`config.mk`:
```
export PLATFORM = sky130hd
export DESIGN_NAME = schedule_sequencer
export DESIGN_NICKNAME = d
export VERILOG_FILES = /design/src/rtl/schedule_sequencer.sv
export SDC_FILE = /design/constraint.sdc
export NUM_CORES = 1
export LEC_CHECK = 0
export ABC_AREA = 1
export CAP_MARGIN = 10
export CELL_PAD_IN_SITES_DETAIL_PLACEMENT = 1
export CELL_PAD_IN_SITES_GLOBAL_PLACEMENT = 1
export CORE_AREA = 3 3 70 72
export DETAILED_ROUTE_END_ITERATION = 16
export DIE_AREA = 0 0 73 75
export PLACE_DENSITY_LB_ADDON = 0.1
export SYNTH_ARGS = -nofsm -noshare
export SYNTH_HDL_FRONTEND = slang
export SYNTH_SLANG_ARGS = --single-unit
```
`constraint.sdc`:
```
create_clock -name clk -period 2.99 [get_ports clk]
set_input_delay 0.598 -clock clk [delete_from_list [all_inputs] [get_ports clk]]
set_output_delay 0.598 -clock clk [all_outputs]
set_load 0.005 [all_outputs]
```
`src/rtl/schedule_sequencer.sv`:
```
// schedule_sequencer: step sequencer for the shared mult/div datapath.
// Programmable modulus, single/continuous passes, stop, pipeline drain.
//
// Ports:
//   clk, rst_n      clock, async active-low reset
//   en              global stall (low freezes the sequence)
//   clr             synchronous abort to IDLE
//   start/mode/limit  launch a sequence (limit 0 or >MAX selects MAX)
//   stop            end continuous operation at the next wrap
//   count           current step index
//   pass_cnt        passes completed since start
//   busy/last/wrap/done  status and one-clock event pulses
module schedule_sequencer #(
    parameter int WIDTH = 8,
    parameter int MAX   = 211,
    parameter int DRAIN = 4,
    parameter int PW    = 4
) (
    input  logic             clk,
    input  logic             rst_n,
    input  logic             en,
    input  logic             clr,
    input  logic             start,
    input  logic             mode,
    input  logic [WIDTH-1:0] limit,
    input  logic             stop,
    output logic [WIDTH-1:0] count,
    output logic [PW-1:0]    pass_cnt,
    output logic             busy,
    output logic             last,
    output logic             wrap,
    output logic             done
);

    localparam int DW = (DRAIN > 1) ? $clog2(DRAIN) : 1;
    localparam logic [DW-1:0] DLAST = DW'((DRAIN > 0) ? DRAIN - 1 : 0);
    localparam logic [WIDTH-1:0] LMAX = WIDTH'(MAX);

    typedef enum logic [1:0] {
        IDLE = 2'd0,
        RUN  = 2'd1,
        DRN  = 2'd2
    } state_t;

    state_t           state;
    state_t           state_nx;
    logic [WIDTH-1:0] lim;
    logic [WIDTH-1:0] lim_in;
    logic             mode_r;
    logic             stop_pend;
    logic [DW-1:0]    drain_cnt;
    logic             at_end;
    logic             end_seq;
    logic             drain_end;
    logic             wrap_nx;
    logic             done_nx;

    assign lim_in    = (limit == '0 || limit > LMAX) ? LMAX : limit;
    assign at_end    = (count == lim - 1'b1);
    // A stop raised in the wrap cycle itself still ends this pass.
    assign end_seq   = !mode_r || stop_pend || stop;
    assign drain_end = (drain_cnt == DLAST);

    // State register
    always_ff @(posedge clk or negedge rst_n) begin
        if (!rst_n) begin
            state <= IDLE;
        end else begin
            state <= state_nx;
        end
    end

    // Next-state logic
    always_comb begin
        state_nx = state;
        if (clr) begin
            state_nx = IDLE;
        end else begin
            unique case (state)
                IDLE: if (start) state_nx = RUN;
                RUN: begin
                    if (en && at_end && end_seq)
                        state_nx = (DRAIN == 0) ? IDLE : DRN;
                end
                DRN: if (en && drain_end) state_nx = IDLE;
                default: state_nx = IDLE;
            endcase
        end
    end

    // Output logic
    always_comb begin
        last    = (state == RUN) && at_end;
        wrap_nx = !clr && (state == RUN) && en && at_end;
        done_nx = 1'b0;
        if (!clr) begin
            if (state == RUN && en && at_end && end_seq && DRAIN == 0)
                done_nx = 1'b1;
            if (state == DRN && en && drain_end)
                done_nx = 1'b1;
        end
    end

    // Datapath and registered status
    always_ff @(posedge clk or negedge rst_n) begin
        if (!rst_n) begin
            count     <= '0;
            pass_cnt  <= '0;
            lim       <= LMAX;
            mode_r    <= 1'b0;
            stop_pend <= 1'b0;
            drain_cnt <= '0;
            busy      <= 1'b0;
            wrap      <= 1'b0;
            done      <= 1'b0;
        end else begin
            wrap <= wrap_nx;
            done <= done_nx;
            busy <= (state_nx != IDLE);
            if (clr) begin
                // pass_cnt is kept so an aborted run can be inspected
                count     <= '0;
                drain_cnt <= '0;
                stop_pend <= 1'b0;
            end else begin
                unique case (state)
                    IDLE: begin
                        count <= '0;
                        if (start) begin
                            lim       <= lim_in;
                            mode_r    <= mode;
                            pass_cnt  <= '0;
                            stop_pend <= 1'b0;
                        end
                    end
                    RUN: begin
                        if (stop) stop_pend <= 1'b1;
                        if (en) begin
                            if (at_end) begin
                                count    <= '0;
                                pass_cnt <= pass_cnt + 1'b1;
                            end else begin
                                count <= count + 1'b1;
                            end
                        end
                    end
                    DRN: begin
                        if (en)
                            drain_cnt <= drain_end ? '0 : drain_cnt + 1'b1;
                    end
                    default: count <= '0;
                endcase
            end
        end
    end

endmodule

```
# After elaboration in Yosys (flattened, before gate mapping)
# Cells that the tools add are included.
# op_classes
addsub	4
n_lt_le_gt_ge	1
eq_ne	11
n_mux	24
bitwise	1
reduce_logical	26
# op_table
cell	n
$mux 8	4
$mux 2	8
$pmux 8 s2	1
$mux 4	3
$logic_and 1x1->1	9
$ne 3x3->1 const B	3
$add 8x1->8 const B	1
$eq 8x8->1	1
$gt 8x8->1 const B	1
$logic_not 8->1	1
$ne 2x2->1 const B	4
$pmux 4 s2	1
$reduce_bool 2->1	4
$sub 8x1->8 const B	1
$pmux 2 s3	1
$reduce_and 3->1	2
$mux 1	5
$reduce_and 5->1	1
$add 4x1->4 const B	1
$eq 2x2->1 const B	2
$reduce_and 2->1	2
$logic_or 1x1->1	3
$reduce_bool 3->1	1
$add 2x1->2 const B	1
other kinds (5)	6
# totals
ff_bits	29
input_bits	15
output_inout_bits	16
wordCells	77

# Logic depth before layout (Yosys ltp)
# logic_depth
ltp_word	8
ltp_mapped	14
mapped_depth_nobuf	14

# Least setup slack after synthesis
# OpenSTA, ideal clock, no wires.
# synth_timing
path_kind	register to output
startpoint	register lim[0]
endpoint	output last
t_arrival_ns	1.577
required_ns	2.392
slack_ns	0.815
stages_incl_launch_ff	10
path_buffers	0
path_cell_list	dfstp_2 > inv_2 > ha_1 > or2_1 > nand3_1 > and2_1 > nand3_2 > nor2_2 > nand2_2 > nor2_4
# synth_via
elab_chain_len	3
# synth_rtl
element	line_no	source
from (decl)	47	logic [WIDTH-1:0] lim;
from (signal assigned)	130	lim <= lim_in;
$sub 8x1->8	59	assign at_end = (count == lim - 1'b1);
$eq 8x8->1	59	
$logic_and 1x1->1	93	last = (state == RUN) && at_end;
to (decl)	30	output logic last,
# No other way between the ends.

# Final worst setup path
# Same ends and word-level chain as after synthesis.

==> key figures <==
Run status
  – Status: finished, final reports clean

GRT
  – First-pass GRT wire length: 7590 microns
  – Antenna violations before repair: 0
  – Vias in the first global route: 1657
  – Largest net degree at the start of global routing: 30
  – Remaining Overflow, GRT: 0
  – Total GRT Usage: 0.182

Timing
  – Period utilization: 0.942
  – Max Freq: 355 MHz
  – Post-layout min period: 2820 ps
  – Slew margin rel.: 0.716
  – Worst slew pin tran: 424 ps
  – Setup violators final: 0
  – Final TNS setup: 0 ps
  – Slew Limit Fails: 0
  – Setup ws final: 175 ps
  – Final Hold Vio Count: 0
  – Worst clock skew: 4.89 ps
  – RSZ-0062 raised after global routing: no

Worst setup path
  – CP Class: reg2out
  – R2R Path Start: lim[0]
  – Required @ worst endpoint: 2390 ps
  – Worst Path Max Fanout: 5
  – Arrival time at the worst endpoint: 2220 ps
  – Crit path capture type: output pin
  – Crit path from: lim[0]
  – Cell count of the worst reg-to-reg path: 14
  – Worst setup SP type: register

Route
  – DR iter-0 viols: 32
  – Routed WL: 4270 microns
  – Drt pass-1 iters: 4
  – Drt drc: 0
  – Via Count: 1575
  – Wire per inst: 13.4 microns
  – DRT antenna net count: 0
  – Routed vias/inst: 4.94

Synthesis
  – Syn Std Cell Area: 1780 sq um
  – Synth Area per Inst: 7.93 sq um
  – Post-synth top flop: dfrtp_1
  – Post-synth top cells: nand2_1, inv_1, dfrtp_1, nor2_1, nand3_1
  – Dominant cells by area after synthesis: dfrtp_1, nand2_1, dfstp_2, inv_1, o21ai_2
  – Seq/Total Area, Yosys: 0.410
  – Number of flops mapped to enable cells by yosys: 0
  – Leading area contributor after synthesis: dfrtp_1
  – Synth Instances: 225
  – Synth Net Count: 244
  – Most common cell in the netlist: nand2_1
  – FF+latch count, synth: 29
  – Synth unique cells: 33
  – Top cell type's share of synthesized area: 0.337
  – Synth warnings: 0
  – Ys async rst share: 1.00

Cells and area
  – Synth-to-layout area growth: 28.5%
  – Share of cells above drive strength 1: 0.187
  – # diodes: 0
  – Nets: 285
  – Post-route cell area: 2290 sq um
  – Final core utilization: 0.526

Floorplanning
  – Row count: 24
  – Core Area: 4350 sq um
  – Chip width: 73 microns
  – Initial core utilization: 0.410
  – Die Area: 5480 sq um
  – Die Span Y: 75 microns
  – Boundary pin count: 31

CTS
  – Root Buffer: clkbuf_8
  – Clk buf depth: 2
  – CTS H-tree depth: 2
  – Num CTS Buffers: 5
  – Sink Count: 29
  – Clock transition at path regs: 60 ps
  – Cts hold-fix bufs: 0
  – Clk Latency, worst-skew pair: 280 ps
  – CTS tree: done

Run
  – Max Cap Violations: 0

Place
  – Detail Placement HPWL: 3360 microns
  – Port Buffers: 30
  – Pre-CTS WS: 179 ps
  – Placed Area: 2160 sq um
  – RePlAce Congestion: 0.763

Min path
  – Hold Path Class: reg2reg
  – WHS Path Cells: 2
  – HP Start: mode_r

Power and ir drop
  – Max VDD drop: 0.000265 V
  – PD cells: 456 nW/um^2
  – Lkg Pwr: 1.07 nW
==> cells in the final DEF, fill, tap and decap left out, drive strengths merged <==
master          n
ha              4
nand3b          4
or2             3
dfrtp          24
o21ai          21
nand4           2
clkbuf          7
o31ai           2
inv            34
nor3            4
nand3          18
buf             6
clkdlybuf4s50  29
xnor2           2
and2            1
a41oi           1
xor2           10
dlygate4sd2     1
nand2          57
a21oi           3
dfstp           5
nor2           25
o21a            2
clkinv          2
==> flip-flops by register name, summed over array words and instances, names as in the netlist <==
| signal | flops |
|---|---|
| busy | 1 |
| count | 8 |
| done | 1 |
| drain_cnt | 2 |
| lim | 8 |
| mode_r | 1 |
| pass_cnt | 4 |
| state | 2 |
| stop_pend | 1 |
| wrap | 1 |
==> layer usage <==
metal	track usage	part of all wire	up-vias
met4	0.0799	0.017	0
li1	-	-	796
met3	0.0387	0.026	9
met2	0.327	0.52	20
met5	0	0	-
met1	0.209	0.44	750
==> critical path, stage by stage, from the launching register on <==
cell	delay (ps)
dfstp_2	550
inv_2	60
ha_1	230
or2_1	250
nand3_1	70
and2_1	140
nand3_2	90
nor2_4	110
nand2_2	90
nor2_4	110
dlygate4sd2_1	240
==> power breakdown <==
part	internal, mW	switching [mW]
combinational	0.0906	0.139
sequential	0.434	0.0283
clock	0.208	0.147
total	0.732	0.313
==> metrics by stage <==
stage / power, mW / hold WS [ps] / instances
after global placement: 0.687 / 473 / 308
after floorplan: 0.613 / 302 / 225
after detailed placement: 0.695 / 478 / 308
after CTS: 1.06 / 492 / 318
final: 1.05 / 487 / 319
after global routing: 1.12 / 534 / 319
==> logic make-up (layout without fill, tap and decap cells) <==
logic type / after synthesis / count (layout) / share of synthesized area
and+or+nand+nor: 114 / 114 / 0.309
buffers and inverters: 37 / 79 / 0.0792
AOI/OAI and AO/OA: 29 / 29 / 0.114
DFF: 29 / 29 / 0.410
xor gates and xnor gates: 12 / 12 / 0.0589
adders and majority gates: 4 / 4 / 0.0281
==> repair_timing <==
item                       4_1_cts  5_1_grt
setup buffers                    2        1
setup endpoints to repair        1        1
gates resized for setup          2        0
gates cloned                     0        0
pin swaps                        2        1
==> cell type report <==
class,count,area (sq um)
Fill cell,537,2060
Multi-Input combinational cell,159,916
Sequential cell,29,732
Timing Repair Buffer,36,344
Inverter,35,134
Clock buffer,7,96.3
Tap cell,52,65.1
Clock inverter,1,5.00
==> worst paths after layout <==
| check | to | slack [ps] |
|---|---|---|
| setup reg to reg | busy | 780 |
| min in group asynchronous | count[0] | 710 |
| hold reg to reg | mode_r | 490 |
| setup / recovery | last | 170 |
| hold / removal | mode_r | 490 |
| max in group asynchronous | lim[4] | 1970 |
Power figures use the tool's default switching activity.
